`config.mk`:
```
export PLATFORM = sky130hd
export DESIGN_NAME = ring_alert_ctrl
export DESIGN_NICKNAME = d
export VERILOG_FILES = /design/src/rtl/ring_alert_pkg.sv /design/src/rtl/ring_alert_ctrl_prio_pick.sv /design/src/rtl/ring_alert_ctrl.sv
export SDC_FILE = /design/constraint.sdc
export NUM_CORES = 1
export LEC_CHECK = 0
export CELL_PAD_IN_SITES_DETAIL_PLACEMENT = 0
export CELL_PAD_IN_SITES_GLOBAL_PLACEMENT = 1
export CORE_MARGIN = 2
export CORE_UTILIZATION = 40
export CTS_CLUSTER_SIZE = 40
export DETAILED_ROUTE_END_ITERATION = 7
export PLACE_DENSITY_LB_ADDON = 0.1
export SYNTH_ARGS = -nofsm -noshare
export SYNTH_HDL_FRONTEND = slang
export SYNTH_SLANG_ARGS = --single-unit
```
`constraint.sdc`:
```
create_clock -name clk -period 4.7 [get_ports clk]
set_input_delay 0.705 -clock clk [delete_from_list [all_inputs] [get_ports clk]]
set_output_delay 0.705 -clock clk [all_outputs]
set_load 0.01 [all_outputs]
```
`src/rtl/ring_alert_pkg.sv`:
```
// Shared types and width helpers for the phone-alert controller.
package ring_alert_pkg;

  typedef enum logic [1:0] {
    IDLE = 2'd0,
    ON   = 2'd1,
    OFF  = 2'd2
  } state_e;

  // Index width for n sources; a single source still needs one bit.
  function automatic int src_w(input int n);
    return (n > 1) ? $clog2(n) : 1;
  endfunction

endpackage

```
`src/rtl/ring_alert_ctrl_prio_pick.sv`:
```
// Fixed-priority picker: lowest set request index wins, reported encoded.
module prio_pick #(
  parameter int N = 4,
  parameter int W = 2
) (
  input  logic [N-1:0] req,
  output logic [W-1:0] idx,
  output logic         valid
);

  logic [N-1:0] grant;

  for (genvar gi = 0; gi < N; gi++) begin : g_grant
    if (gi == 0) begin : g_first
      assign grant[gi] = req[gi];
    end else begin : g_rest
      assign grant[gi] = req[gi] & ~(|req[gi-1:0]);
    end
  end

  // grant is one-hot, so OR-ing the indices yields the winner's index.
  always_comb begin
    idx = '0;
    for (int i = 0; i < N; i++) begin
      if (grant[i]) idx = idx | W'(i);
    end
  end

  assign valid = |req;

endmodule

```
`src/rtl/ring_alert_ctrl.sv`:
```
// Incoming-call alert controller: arbitrates call sources and drives the
// ringer or motor in an ON/OFF cadence until answer, hang-up or timeout.
module ring_alert_ctrl
  import ring_alert_pkg::*;
#(
  parameter int N_SRC      = 4,
  parameter int ON_CYC     = 4,
  parameter int OFF_CYC    = 2,
  parameter int MAX_BURSTS = 3,
  localparam int SRC_W     = src_w(N_SRC)
) (
  input  logic             clk,
  input  logic             areset,
  input  logic [N_SRC-1:0] ring,
  input  logic             vibrate_mode,
  input  logic             silent_mode,
  input  logic             ack,
  output logic             ringer,
  output logic             motor,
  output logic             busy,
  output logic [SRC_W-1:0] active_src,
  output logic             missed
);

  localparam int PH_MAX = (ON_CYC > OFF_CYC) ? ON_CYC : OFF_CYC;
  localparam int PH_W   = $clog2(PH_MAX + 1);
  localparam int BU_W   = $clog2(MAX_BURSTS + 1);
  localparam logic [PH_W-1:0] ON_LAST  = PH_W'(ON_CYC - 1);
  localparam logic [PH_W-1:0] OFF_LAST = PH_W'(OFF_CYC - 1);
  localparam logic [BU_W-1:0] BU_LAST  = BU_W'(MAX_BURSTS - 1);

  state_e             state_q, state_d;
  logic [PH_W-1:0]    phase_q, phase_d;
  logic [BU_W-1:0]    burst_q, burst_d;
  logic [N_SRC-1:0]   mask_q, mask_d;
  logic [SRC_W-1:0]   src_q, src_d;
  logic               missed_q, missed_d;

  logic [N_SRC-1:0]   src_sel;
  logic [SRC_W-1:0]   pick_idx;
  logic               pick_valid;
  logic               hangup;
  logic               timeout;
  logic               mask_set;

  prio_pick #(.N(N_SRC), .W(SRC_W)) u_pick (
    .req   (ring & ~mask_q),
    .idx   (pick_idx),
    .valid (pick_valid)
  );

  for (genvar gi = 0; gi < N_SRC; gi++) begin : g_sel
    assign src_sel[gi] = (src_q == SRC_W'(gi));
  end

  assign hangup = ~(|(ring & src_sel));

  always_comb begin
    state_d  = state_q;
    phase_d  = phase_q;
    burst_d  = burst_q;
    src_d    = src_q;
    missed_d = 1'b0;
    timeout  = 1'b0;
    mask_set = 1'b0;

    case (state_q)
      IDLE: begin
        if (pick_valid) begin
          state_d = ON;
          phase_d = '0;
          burst_d = '0;
          src_d   = pick_idx;
        end
      end
      ON: begin
        if (phase_q == ON_LAST) begin
          state_d = OFF;
          phase_d = '0;
        end else begin
          phase_d = phase_q + PH_W'(1);
        end
      end
      OFF: begin
        if (phase_q == OFF_LAST) begin
          burst_d = burst_q + BU_W'(1);
          phase_d = '0;
          if (burst_q == BU_LAST) begin
            state_d = IDLE;
            timeout = 1'b1;
          end else begin
            state_d = ON;
          end
        end else begin
          phase_d = phase_q + PH_W'(1);
        end
      end
      default: state_d = IDLE;
    endcase

    // Answer beats hang-up beats timeout; a hang-up coinciding with timeout
    // still masks the source so it is not immediately re-alerted.
    if (state_q != IDLE) begin
      if (ack) begin
        state_d = IDLE;
      end else if (hangup) begin
        state_d  = IDLE;
        missed_d = 1'b1;
        mask_set = timeout;
      end else if (timeout) begin
        missed_d = 1'b1;
        mask_set = 1'b1;
      end
    end

    mask_d = (mask_q & ring) | (src_sel & {N_SRC{mask_set}});
  end

  always_ff @(posedge clk or posedge areset) begin
    if (areset) begin
      state_q  <= IDLE;
      phase_q  <= '0;
      burst_q  <= '0;
      mask_q   <= '0;
      src_q    <= '0;
      missed_q <= 1'b0;
    end else begin
      state_q  <= state_d;
      phase_q  <= phase_d;
      burst_q  <= burst_d;
      mask_q   <= mask_d;
      src_q    <= src_d;
      missed_q <= missed_d;
    end
  end

  assign busy       = (state_q != IDLE);
  assign ringer     = (state_q == ON) & ~vibrate_mode & ~silent_mode;
  assign motor      = (state_q == ON) &  vibrate_mode & ~silent_mode;
  assign active_src = src_q;
  assign missed     = missed_q;

endmodule

```
# == Word-level counts from Yosys, hierarchy flattened ==
# Cells that the tools add are included.
# word_totals
register_bits,14
inputBits,9
out_inout_bits,6
# op_classes
addsub,2
n_eq_ne,10
n_mux,28
bitwise_logic,18
n_reduce_logical,12
# ops
operator,n
$mux W2,10
$and A4 B4 Y4,4
$mux W1,12
$mux W3,3
$pmux W3 S3,1
$eq A2 B2 Y1 const B,4
$reduce_or A4 Y1,2
$and A1 B1 Y1,7
$pmux W2 S3,1
$not A1 Y1,5
$eq A2 B1 Y1 const B,2
$logic_not A2 Y1,2
$ne A2 B2 Y1 const B,2
$not A4 Y4,1
$or A4 B4 Y4,1
$pmux W2 S2,1
$reduce_and A2 Y1,2
$reduce_bool A2 Y1,2
$add A3 B1 Y3 const B,1
$eq A3 B1 Y1 const B,1
$eq A3 B2 Y1 const B,1
$reduce_and A3 Y1,1
$reduce_bool A3 Y1,1
$reduce_or A3 Y1,1
other kinds (2),2

# == Depth between registers and ports, before layout ==
# depth
depth_word,10
mapped_depth,7
ltp_nobuf,6

# == Cells and area by module ==
# Synthesis repeated with hierarchy kept, for this count alone.
# hier_totals
cells_unflattened,106
hier_area_um2,987.2
# modules_own_cells
mod,n_inst,cells_each,area_per_inst_um2,seq_area_each_um2
ring_alert_ctrl,1,99,952.2,350.3
prio_pick,1,7,35.0,0.0

# == Worst setup path before layout ==
# No wires, ideal clock.
# synth_path
path_type,input to register
start,in ring[3]
end,reg phase_q[1]
setup_time_ns,0.125
t_arrival_ns,1.695
slack_ns,2.880
path_stages,4
n_path_buf,0
cell_sequence,nor2b_4 -> nor4_4 -> a21oi_2 -> mux2_4
# synth_between
elab_chain_len,4
# synth_lines
item,line,source
"start, declared",ring_alert_ctrl.sv:14,"input logic [N_SRC-1:0] ring,"
$and A4 B4 Y4,ring_alert_ctrl.sv:47,".req (ring & ~mask_q),"
$reduce_or A4 Y1,ring_alert_ctrl_prio_pick.sv:29,assign valid = |req;
$ne A2 B2 Y1 (no line),-,
$reduce_and A2 Y1 (no line),-,
"end signal, assigned",ring_alert_ctrl.sv:129,phase_q <= phase_d;
"end, declared",ring_alert_ctrl.sv:33,"logic [PH_W-1:0] phase_q, phase_d;"
# No other way between the ends.
# A chain may end at the register's enable or synchronous reset.

# == Worst setup path after layout ==
# layout_path
start,reg state_q[0]
end,out busy
# layout_between
elab_chain_len,1
# layout_lines
item,line,source
"start, declared",ring_alert_ctrl.sv:32,"state_e state_q, state_d;"
"start signal, assigned",ring_alert_ctrl.sv:128,state_q <= state_d;
$reduce_bool A2 Y1,ring_alert_ctrl.sv:137,assign busy = (state_q != IDLE);
"end, declared",ring_alert_ctrl.sv:20,"output logic busy,"
# No other way between the ends.

==> Implementation_results.wiki <==
{| class="wikitable"
! Metric !! Value
|-
| Result of the run || complete, no violations
|-
| R2r worst-path depth || 5
|-
| Fraction of final layout cells with drive strength greater than 1 || 9.48%
|-
| Cell leakage power || 0.535 nW
|-
| Clock tree from TritonCTS || built
|-
| Tightest Pin Transition || 0.542 ns
|-
| Classification of the worst-slack hold path || flop to flop
|-
| Total global-route track usage || 15.1%
|-
| Final core area utilization || 49.6%
|-
| First-pass GRT wire length || 3130 µm
|-
| Final antenna diode count || 0
|-
| Number of fill cells || 231
|-
| Shortest period the worst path allows || 2.62 ns
|-
| IR Drop Worst-Case VDD || 0.240 mV
|-
| Flip-flop and latch count after synthesis || 14
|-
| Register area share after synthesis || 35.4%
|-
| Origin of the worst min-delay path || mask_q[0]
|-
| Via count of the routed design || 753
|-
| Most frequently used cell type in the post-synthesis netlist || dfrtp_1
|-
| Top flip-flop cell by instance count after synthesis || dfrtp_1
|-
| Maximum fanout along the worst path || 10
|-
| Max_slew headroom || 63.8%
|-
| Number of antenna violations at the first check in global routing || 0
|-
| Worst Setup Slack, final || 2.08 ns
|-
| Worst hold endpoint || mask_q[0]
|-
| Total negative setup slack || 0 ns
|-
| Placeable core region || 2410 µm²
|-
| Hold Buf Count CTS || 0
|-
| DIE HEIGHT || 53.7 µm
|-
| Initial DRC count || 6
|-
| Number of max-cap violations || 0
|-
| Largest net degree at the start of global routing || 15
|-
| Cell chosen for the clock root || clkbuf_4
|-
| Maximum number of buffers from clock root to sink || 2
|-
| Average instance area after synthesis || 9.90 µm²
|-
| Number of distinct library cells after synthesis || 32
|-
| CTS resizes || 0
|-
| Number of rows created at floorplan || 18
|-
| Start of the worst register-to-register path || state_q[0]
|-
| Final number of hold-violating endpoints || 0
|-
| Synthesized Nets || 120
|-
| Fraction of synthesized cell area taken by the top area cell type || 35.4%
|-
| Number of buffers added by the clock tree synthesis step || 3
|-
| Clk sinks || 14
|-
| Most area-consuming cells after synthesis || dfrtp_1 (35%), ha_1 (14%), inv_1 (4.2%)
|-
| Area of the mapped netlist || 990 µm²
|-
| Type of destination of the critical path || output port
|-
| Aggregate global routing overflow || 0
|-
| Port buffer count || 14
|-
| Async set or reset register ratio after synthesis || 100%
|-
| Synthesized instance count || 100
|-
| H-Tree Level Count || 1
|-
| Placer congestion estimate || 0.771
|-
| Avg Vias per Cell || 5.16
|-
| Area growth, synth to finish || 20.7%
|-
| Post-detailed-route wirelength per cell || 13.0 µm
|-
| Critical path launch point type || flop
|-
| Clock latency at the later pin of the worst-skew pair || 0.28 ns
|-
| Number of global-route vias before repair || 714
|-
| R2r setup slk || 3.03 ns
|-
| Number of buffers inserted by post-CTS setup repair || 0
|-
| Width of the die || 53.7 µm
|-
| Starting utilization of the core area || 41.1%
|-
| Worst Hold Path Cells || 2
|-
| Drc violations || 0
|-
| Crit path required time || 3.99 ns
|-
| Floorplan die area || 2890 µm²
|-
| Total power of the final layout || 0.000444 W
|-
| Fraction of the cycle the final worst path needs || 55.8%
|-
| Setup-violating endpoint count in the final report || 0
|-
| Peak Freq || 382 MHz
|-
| Cell types with the highest counts after synthesis || dfrtp_1 (14), ha_1 (11), inv_1 (11)
|-
| Number of ports placed on the die boundary || 15
|-
| Critical setup path kind || flop to output port
|-
| FF-to-FF End || mask_q[3]
|-
| Power per standard cell area || 372 nW/µm²
|-
| Number of enable flip-flop cells after synthesis || 0
|-
| Worst endpoint data arrival time || 1.92 ns
|-
| Detail Route Antenna Nets || 0
|-
| Max Clock Skew || 0.00352 ns
|-
| Total number of nets in the final design || 137
|-
| Detailed placement HPWL || 1520 µm
|-
| Worst slack at placement || 2.14 ns
|-
| Yosys Warn Count || 0
|-
| Library cell with the largest summed area after synthesis || dfrtp_1
|-
| Slew Viols, Final || 0
|-
| Post-route worst hold slack || 0.499 ns
|-
| Count of TritonRoute iterations in the first routing pass || 2
|-
| Routed wire length || 1900 µm
|-
| Clock-pin slew on the worst setup and hold paths || 0.08 ns
|-
| Unrepaired setup endpoints after global routing || no
|}
## stage by stage
step                      std cells  instance area, µm²
final                           146                1190
after CTS                       146                1190
after global routing            146                1190
after floorplan                 100                 990
after detailed placement        142                1160
after global placement          142                1160
## power by group
part / leakage (nW) / switching [W] / internal, W / total (W)
logic: 0.324 / 0.0000980 / 0.0000940 / 0.000192
clock network: 0.0210 / 0.0000382 / 0.0000472 / 0.0000854
registers: 0.190 / 0.0000272 / 0.000139 / 0.000167
## cells in the final DEF, fill, tap and decap left out, drive strengths merged, types with 2 or more instances in the layout
cell           count
dfrtp             14
clkdlybuf4s50     14
inv               11
ha                11
nor2               6
nand2b             6
a21oi              6
nand3              5
nand2              5
nor2b              5
o21ai              4
clkbuf             4
o211ai             3
and3b              2
a211o              2
mux2i              2
o31ai              2
nor3b              2
## sequential cells by signal, summed over array words and instances (netlist names)
| register | flops |
|---|---|
| active_src | 2 |
| state_q | 2 |
| burst_q | 2 |
| phase_q | 3 |
| mask_q | 4 |
| missed | 1 |
## cell families after synthesis
| kind of cell | synth area share (%) |
|---|---|
| and+or+nand+nor | 22.0 |
| AOI/OAI and AO/OA | 17.4 |
| DFF | 35.4 |
| buffers and inverters | 5.06 |
| adders and majority gates | 13.9 |
| muxes | 6.19 |
## metal layers
| metal | share of wire (%) | wire length (µm) | GRT usage (%) |
|---|---|---|---|
| met1 | 54 | 1020 | 21.4 |
| met5 | 0 | 0 | 0 |
| met2 | 42 | 792 | 22.4 |
| met4 | 0 | 0 | 2.56 |
| met3 | 4.6 | 87 | 5.00 |
## critical path, stage by stage (launching register included)
cell and delay [ns]:
dfrtp_1 0.44, inv_1 0.09, ha_1 0.33, inv_1 0.21, clkdlybuf4s50_1 0.57
## how the worst max path moves through the flow
stage,cells after the start,end,startpoint
4_1_cts,4,busy,state_q[0]
3_5_place_dp,3,ringer,silent_mode
3_3_place_gp,3,ringer,silent_mode
2_1_floorplan,4,phase_q[1],ring[3]
5_1_grt,4,busy,state_q[0]
6_report,4,busy,state_q[0]
## final cells by class
class / count / area, µm² / area share, %
multi-input combinational: 73 / 589 / 49.3
clock buffer: 4 / 36.3 / 3.04
inverter: 11 / 41.3 / 3.46
tap: 30 / 37.5 / 3.14
sequential: 14 / 350 / 29.3
timing repair buffer: 14 / 140 / 11.7
No activity file was read; power rests on OpenSTA's default activity.
